`config.mk`:
```
export PLATFORM = sky130hd
export DESIGN_NAME = mem_responder_flat
export DESIGN_NICKNAME = d
export VERILOG_FILES = /design/src/rtl/mem_responder_if.sv /design/src/rtl/mem_responder.sv /design/src/flat_wrapper.sv
export SDC_FILE = /design/constraint.sdc
export NUM_CORES = 2
export LEC_CHECK = 0
export BUFFER_PORTS_ARGS = -buffer_cell sky130_fd_sc_hd__clkbuf_2
export CORE_MARGIN = 8
export CORE_UTILIZATION = 36
export DETAILED_ROUTE_END_ITERATION = 10
export PLACE_DENSITY_LB_ADDON = 0.15
export SYNTH_ARGS = -nofsm -noshare
export SYNTH_HDL_FRONTEND = slang
export SYNTH_SLANG_ARGS = --single-unit
export TNS_END_PERCENT = 30
```
`constraint.sdc`:
```
create_clock -name Clock -period 7.6 [get_ports Clock]
set_input_delay 0.38 -clock Clock [delete_from_list [all_inputs] [get_ports Clock]]
set_output_delay 0.38 -clock Clock [all_outputs]
set_load 0.005 [all_outputs]
```
`src/rtl/mem_responder_if.sv`:
```
// +----------------------------------------------------------------------+
// | mem_responder_if : request/response bus between processor and memory |
// | Revision: 1.0                                                        |
// +----------------------------------------------------------------------+
`default_nettype none

interface mem_responder_if #(
  parameter int DATA_W = 16,
  parameter int ADDR_W = 16
);
  logic              Req;
  logic              WrEn;
  logic [ADDR_W-1:0] Addr;
  logic [DATA_W-1:0] WrData;
  logic [DATA_W-1:0] RdData;
  logic              Ack;
  logic              Busy;
  logic              Err;

  modport master (
    output Req, WrEn, Addr, WrData,
    input  RdData, Ack, Busy, Err
  );

  modport slave (
    input  Req, WrEn, Addr, WrData,
    output RdData, Ack, Busy, Err
  );
endinterface

`default_nettype wire

```
`src/rtl/mem_responder.sv`:
```
// +----------------------------------------------------------------------+
// | mem_responder : single-port word memory with wait-stated handshake   |
// | Revision: 1.0                                                        |
// +----------------------------------------------------------------------+
`default_nettype none

module mem_responder #(
  parameter int DATA_W      = 16,
  parameter int ADDR_W      = 16,
  parameter int DEPTH       = 256,
  parameter int WAIT_STATES = 1
) (
  input  wire logic       Clock,
  input  wire logic       Resetn,
  mem_responder_if.slave  bus
);

  localparam int IDX_W = (DEPTH > 1) ? $clog2(DEPTH) : 1;
  localparam logic [ADDR_W:0] C_DEPTH_EXT = (ADDR_W+1)'(DEPTH);
  localparam logic [3:0] C_WAIT_INIT = (WAIT_STATES > 0) ? 4'(WAIT_STATES - 1) : 4'd0;

  typedef enum logic [1:0] {
    IDLE = 2'd0,
    WAIT = 2'd1,
    RESP = 2'd2
  } state_t;

  state_t            state_q, state_d;
  logic [3:0]        cnt_q, cnt_d;
  logic [ADDR_W-1:0] addr_q, addr_d;
  logic              wr_q, wr_d;
  logic [DATA_W-1:0] wdata_q, wdata_d;
  logic [DATA_W-1:0] rd_data_q, rd_data_d;
  logic              ack_q, ack_d;
  logic              busy_q, busy_d;
  logic              err_q, err_d;

  logic [DATA_W-1:0] mem [DEPTH];

  logic              go_resp;
  logic [ADDR_W-1:0] eff_addr;
  logic              eff_wr;
  logic [DATA_W-1:0] eff_wdata;
  logic              in_range;
  logic [IDX_W-1:0]  idx;
  logic              mem_we;

  // With zero wait states RESP is entered on the accepting edge itself,
  // so the access must be taken straight from the bus in that case.
  always_comb begin
    eff_addr  = addr_q;
    eff_wr    = wr_q;
    eff_wdata = wdata_q;
    if (state_q == IDLE) begin
      eff_addr  = bus.Addr;
      eff_wr    = bus.WrEn;
      eff_wdata = bus.WrData;
    end
    in_range = ({1'b0, eff_addr} < C_DEPTH_EXT);
    idx      = eff_addr[IDX_W-1:0];
  end

  always_comb begin
    state_d   = state_q;
    cnt_d     = cnt_q;
    addr_d    = addr_q;
    wr_d      = wr_q;
    wdata_d   = wdata_q;
    rd_data_d = rd_data_q;
    err_d     = 1'b0;
    go_resp   = 1'b0;

    case (state_q)
      IDLE: begin
        if (bus.Req) begin
          addr_d  = bus.Addr;
          wr_d    = bus.WrEn;
          wdata_d = bus.WrData;
          if (WAIT_STATES > 0) begin
            state_d = WAIT;
            cnt_d   = C_WAIT_INIT;
          end else begin
            state_d = RESP;
            go_resp = 1'b1;
          end
        end
      end
      WAIT: begin
        if (cnt_q == 4'd0) begin
          state_d = RESP;
          go_resp = 1'b1;
        end else begin
          cnt_d = cnt_q - 4'd1;
        end
      end
      RESP:    state_d = IDLE;
      default: state_d = IDLE;
    endcase

    if (go_resp) begin
      err_d = ~in_range;
      if (!eff_wr) begin
        rd_data_d = in_range ? mem[idx] : '0;
      end
    end

    ack_d  = go_resp;
    busy_d = (state_d != IDLE);
  end

  assign mem_we = go_resp & eff_wr & in_range;

  always_ff @(posedge Clock or negedge Resetn) begin
    if (!Resetn) begin
      state_q   <= IDLE;
      cnt_q     <= 4'd0;
      addr_q    <= '0;
      wr_q      <= 1'b0;
      wdata_q   <= '0;
      rd_data_q <= '0;
      ack_q     <= 1'b0;
      busy_q    <= 1'b0;
      err_q     <= 1'b0;
    end else begin
      state_q   <= state_d;
      cnt_q     <= cnt_d;
      addr_q    <= addr_d;
      wr_q      <= wr_d;
      wdata_q   <= wdata_d;
      rd_data_q <= rd_data_d;
      ack_q     <= ack_d;
      busy_q    <= busy_d;
      err_q     <= err_d;
    end
  end

  // Contents deliberately survive reset.
  always_ff @(posedge Clock) begin
    if (mem_we) begin
      mem[idx] <= eff_wdata;
    end
  end

  assign bus.RdData = rd_data_q;
  assign bus.Ack    = ack_q;
  assign bus.Busy   = busy_q;
  assign bus.Err    = err_q;

endmodule

`default_nettype wire

```
`src/flat_wrapper.sv`:
```
// flat-port wrapper written by rule: the top's interface ports become plain ports
module mem_responder_flat 
#(
  parameter int DATA_W      = 16,
  parameter int ADDR_W      = 16,
  parameter int DEPTH       = 256,
  parameter int WAIT_STATES = 1
)
  (Clock, Resetn, bus_Req, bus_WrEn, bus_Addr, bus_WrData, bus_RdData, bus_Ack, bus_Busy, bus_Err);
  mem_responder_if #(.DATA_W(DATA_W), .ADDR_W(ADDR_W)) bus_i ();
  input  wire logic Clock;
  input  wire logic Resetn;
  input wire logic [$bits(bus_i.Req)-1:0] bus_Req;
  input wire logic [$bits(bus_i.WrEn)-1:0] bus_WrEn;
  input wire logic [$bits(bus_i.Addr)-1:0] bus_Addr;
  input wire logic [$bits(bus_i.WrData)-1:0] bus_WrData;
  output wire logic [$bits(bus_i.RdData)-1:0] bus_RdData;
  output wire logic [$bits(bus_i.Ack)-1:0] bus_Ack;
  output wire logic [$bits(bus_i.Busy)-1:0] bus_Busy;
  output wire logic [$bits(bus_i.Err)-1:0] bus_Err;
  assign bus_i.Req = bus_Req;
  assign bus_i.WrEn = bus_WrEn;
  assign bus_i.Addr = bus_Addr;
  assign bus_i.WrData = bus_WrData;
  assign bus_RdData = bus_i.RdData;
  assign bus_Ack = bus_i.Ack;
  assign bus_Busy = bus_i.Busy;
  assign bus_Err = bus_i.Err;
  mem_responder #(.DATA_W(DATA_W), .ADDR_W(ADDR_W), .DEPTH(DEPTH), .WAIT_STATES(WAIT_STATES)) u_core (.Clock(Clock), .Resetn(Resetn), .bus(bus_i));
endmodule
```
# Word level (Yosys, flattened, before mapping)
# Memory sizes are Yosys's and may differ from the RTL's.
# Cells that the tools add are included.
[classes] n_addsub=1 multipliers=0 div_mod_pow=0 n_lt_le_gt_ge=1 eq_ne=3 shifts=0 n_mux=15 bitwise_logic=4 reduce_logical=7
[ops] cell="$mux 16" n=3
[ops] cell="$lt 16x9->1 const B" n=1
[ops] cell="$mux 4" n=2
[ops] cell="$pmux 4 s2" n=1
[ops] cell="$mux 1" n=6
[ops] cell="$logic_not 4->1" n=1
[ops] cell="$mux 2" n=2
[ops] cell="$ne 2x2->1 const B" n=2
[ops] cell="$pmux 2 s2" n=1
[ops] cell="$reduce_and 2->1" n=2
[ops] cell="$reduce_bool 2->1" n=2
[ops] cell="$sub 4x1->4 const B" n=1
[ops] cell="$reduce_and 3->1" n=1
[ops] cell="$and 1x1->1" n=2
[ops] cell="$eq 2x1->1 const B" n=1
[ops] cell="$logic_not 2->1" n=1
[ops] cell="$not 1->1" n=2
[word_totals] ff_bits=58 latchBits=0 mem_bits_rw=4096 rom_bits=0 input_bits=36 out_inout_bits=19 word_cells=41 memories=1
[memory_table] name="u_core.mem" words=256 width=16 rd=1 rd_clocked_by_memory_dff=0 wr=1 line_no="mem_responder.sv:38" text="logic [DATA_W-1:0] mem [DEPTH];"

# Longest topological paths before layout
[depth] depth_word=7 depth_mapped=12 ltp_nobuf=9

# Worst setup path before layout
# No wires, ideal clock.
[synth_path] path_kind="register to register" startpoint="register u_core.state_q[0]" endpoint="memory u_core.mem[0][10], data pin" setup_time_ps=823 arrival_ps=4936 required_time_ps=6777 setup_slack_ps=1841 stages_incl_launch_ff=10 path_buffers=6 synth_period_minus_slack_ps=5759 cell_sequence="dfrtp_1 > nor2_2 > buf_6 > buf_6 > buf_4 > buf_2 > clkbuf_1 > buf_1 > nand2_1 > nand2_1"
[synth_between] elab_chain_cells=2
[synth_rtl] element="start, declared" line_no="mem_responder.sv:28" text="state_t state_q, state_d;"
[synth_rtl] element="start signal, assigned" line_no="mem_responder.sv:125" text="state_q <= state_d;"
[synth_rtl] element="$logic_not 2->1" line_no="mem_responder.sv:54" text="if (state_q == IDLE) begin"
[synth_rtl] element="$mux 16" line_no="mem_responder.sv:54"
[synth_rtl] element="named net u_core.eff_wdata[10]" line_no="mem_responder.sv:43" text="logic [DATA_W-1:0] eff_wdata;"
[synth_rtl] element="end, declared" line_no="mem_responder.sv:38"
# The timed path passes the listed nets, and every way through them passes these cells.

# Worst setup path in the final report
[layout_path] startpoint="register u_core.state_q[0]" endpoint="register u_core.rd_data_q[12] (netlist: u_core.bus.RdData[12])"
[layout_between] elab_chain_cells=4 elab_cells_between_ends=10 cone_classes="order compare (1); eq/ne (1); mux (4); bitwise (1); reduce/logical (2); memory (1)"
[layout_rtl] element="$logic_not 2->1" line_no="mem_responder.sv:54, mem_responder.sv:73"
[layout_rtl] element="$mux 16 or $mux 1 (tied branches)" line_no="mem_responder.sv:54"
[layout_rtl] element="$mem_v2 256x16, or another cell as far along"
[layout_rtl] element="$mux 16 or $reduce_and 2->1 (tied branches)"
[layout_rtl] element="end signal, assigned" line_no="mem_responder.sv:130" text="rd_data_q <= rd_data_d;"
[layout_rtl] element="end, declared" line_no="mem_responder.sv:33" text="logic [DATA_W-1:0] rd_data_q, rd_data_d;"
# Parallel ways exist; a longest one is shown, timed or not.
# A chain may end at the register's enable or synchronous reset.

==> results.md <==
- Failing checks: max-capacitance violations, max-slew violations
- Sequential element share of the synthesized area: 0.824
- Final Net Count: 9185
- Worst Path Required: 8.51 ns
- Setup CP Type: reg2reg
- Synth Area in Simple Gates: 0.0148
- Die Area: about 0.44 sq mm
- NetSw: approximately 15 mW
- Fill cells: 37000
- RSZ-0062 raised after global routing: no
- Critical Path AT: 6.99 ns
- Die Wd: between 600 and 700 um
- Vias post-DR: between 80000 and 90000
- Number of enable flip-flop cells after synthesis: 4096
- GRT Residual Overflow: 0
- Postcts setup bufs: 0
- Synthesis-to-layout area growth: 15.3%
- Pwr/cell area: 319 mW/mm^2
- Largest net degree at the start of global routing: 197
- CORE AREA: roughly 0.42 sq mm
- Worst hold-check path type: in2async
- Max clock buf depth: 4
- Max-cap check violation count: 1
- Pre-CTS setup slack: about 1.5 ns
- First-pass iteration count of the detailed router: 7
- Largest family of logic cells by synthesized area: compound AO/OA/AOI/OAI gates
- Relative slew margins: -0.00951
- Global-route wire length before repair: 694000 um
- CP endpoint kind: register
- Post-Syn Area: about 0.15 sq mm
- Switch share: 0.276
- Yosys warns: 0
- Die Ht: approximately 660 um
- Fmax: 165 MHz
- Minimum clock period: just over 6 ns
- Register share of total power: 0.479
- Clk slew on worst S/H paths: ~0.07 ns
- Skew final: 0.0573 ns
- IO Port Bufs: 54
- Slew @ Worst Pin: 1.50 ns
- Syn Area/Cell: 17.2 sq um
- Outcome: finished, violations left
- Rows: between 200 and 250
- H-tree depth: 5
- Antenna Nets Post-Route: 0
- Fraction of layout cells with a size suffix above 1: 0.132
- Vias/cell: between 5 and 6
- CTS tree: done
- Maximum vdd drop: roughly 220 uV
- DRC: 0
- Number of global-route vias before repair: roughly 87000
- Worst Hold Slack: roughly 0.15 ns
- Root Driver: clkbuf_16
- Final core occ: 0.416
- Final Setup Violations: 0
- Final cycle utilization of the critical path: 0.800
- Fin. max-slew vios: 1
- XOR/XNOR Fraction of Synth Area: 0.000116
- Most used DFF post-synth: edfxtp_1
- Worst r2r src: u_core.state_q[0]
- All-Layer GR Usage: 0.217
- Yosys reg bits: ~4200
- Setup ws final: 1.52 ns
- DR WL/cell: around 33 um
- Synth Net Count: 8825
- Hpwl dp: around 270000 um
- Synth Area in Compound Gates: 0.140
- Fin. Hold Viols: 0
- Final GP Congestion: roughly 0.8
- Number of DRC markers in iteration 0: 10700
- Ys async rst share: 0.0140
- Clk_lat worst skew: 0.99 ns
- Clock group share of total power: 0.373
- Io pins: 55
- Adder-cell share of the synthesized area: 0.000166
- Power share of the combinational group: 0.147
- Antenna violations before repair: 39
- Cells after Synth: about 8800
- Cell variety after synth: around 50
- Mux cell area share after synthesis: 0.0000911
- Final wirelength: about 500000 um
- Post-cts sizing count: 0
- Setup_tns: 0 ns
- Leakage: 52.5 nW
- Max Fanout on Critical Path: between 40 and 50
- Startpoint class of the critical path: register
- Initial Util: 0.360
- Internal: between 40 and 50 mW
- CTS Buf Count: 425
- Setup crit start: u_core.state_q[0]
- Clk sinks: slightly above 4000
power groups by stage:
stage	registers (mW)	clock network [mW]	logic, mW
6_report	26.6	20.8	8.20
5_1_grt	26.6	21.9	8.61
4_1_cts	26.6	21.1	8.22
3_5_place_dp	27.1	0	8.18
3_3_place_gp	27.1	0	8.07
2_1_floorplan	27.5	0	4.10
cell families after synthesis:
family,Yosys count
AO/OA/AOI/OAI,3434
XOR/XNOR,2
adder cells (fa/ha/maj),2
buffers and inverters,651
flip-flops,4154
multiplexers,1
AND/OR/NAND/NOR,543
cell usage after synthesis, drive strengths merged, types with 20 or more instances:
cell type  instances  share of area
a22oi            128         0.0064
o41ai             48         0.0028
nor2             265         0.0066
nand3             20        0.00066
o22ai           1923          0.080
edfxtp          4096           0.81
dfrtp             58         0.0096
nand2            196         0.0049
a41oi            237          0.014
clkbuf           181         0.0045
o21ai           1000          0.033
buf              459          0.016
a21oi             65         0.0022
nor4              33         0.0014
sequential cells by signal, summed over array words and instances, names as in the netlist, 2 cells and up:
signal             cells
u_core.bus.RdData     16
u_core.mem          4096
u_core.wdata_q        16
u_core.cnt_q           4
u_core.addr_q         16
u_core.state_q         2
repair_timing:
action,CTS,global route
hold endpoints to repair,92,0
hold buffers,36,0
setup endpoints to repair,0,0
per-layer routing:
layer  global-route usage  part of all wire  vias up
met4               0.0737             0.037        6
met1                0.303              0.42    47400
met3               0.0308             0.072      775
li1                     -                 -    37600
met5                    0          0.000082        -
met2                0.351              0.47     3824
final timing paths:
check                                             end  slack, ns  cells after the start
worst min register to register      u_core.wdata_q[6]       0.48                      2
worst min-delay path                u_core.wdata_q[0]       0.15                      3
max in group asynchronous       u_core.bus.RdData[15]       6.79                      3
min in group Clock                   u_core.addr_q[8]       0.16                      4
worst max-delay path            u_core.bus.RdData[12]       1.52                     10
worst max register to register  u_core.bus.RdData[12]       1.52                     10
worst max-delay path, stage by stage, from the launching register on:
cell and delay (ns):
dfrtp_1 0.47, nor2_4 0.78, o31a_2 0.80, buf_4 0.63, buf_4 0.44, o22ai_1 0.18, o21ai_0 0.54, a41oi_1 0.30
o41ai_2 1.35, o2111ai_1 0.22, o21ai_1 0.19
layout make-up:
cell class | instances | area, sq um | share of cell area
well taps | 5520 | 6910 | 0.0397
flip-flops and latches | 4154 | 124000 | 0.715
multi-input cells | 3982 | 24000 | 0.138
inverters | 11 | 41.3 | 0.000237
clock buffers | 504 | 11100 | 0.0635
clock inverters | 274 | 2670 | 0.0153
repair buffers | 573 | 4980 | 0.0286
diodes | 12 | 30.0 | 0.000172
cell usage in the layout, fill, tap and decap left out, types with 16 or more instances in the layout:
cell type / n
nor4_1: 25
o21ai_1: 77
o41ai_2: 19
o21ai_0: 913
clkinv_1: 103
nand3_1: 20
o41ai_1: 27
buf_4: 425
nor2_2: 22
nor2_1: 242
clkbuf_2: 53
clkinv_2: 85
dlygate4sd3_1: 36
dfrtp_1: 58
nand2_1: 164
buf_12: 58
clkbuf_1: 73
nand2_4: 16
a21oi_1: 65
o22ai_1: 1923
clkbuf_16: 431
a22oi_1: 128
nand2_2: 16
edfxtp_1: 4096
a41oi_1: 237
bufinv_16: 46
stage by stage:
stage / power (mW) / cells / instance area (sq um)
6_report: 55.6 / 15000 / 174000
5_1_grt: 57.2 / 15000 / 174000
4_1_cts: 55.9 / 15000 / 174000
3_5_place_dp: 35.3 / 14200 / 160000
3_3_place_gp: 35.2 / 14200 / 160000
2_1_floorplan: 31.6 / 8787 / 151000
Note: power is estimated with default switching activity, not from simulation.
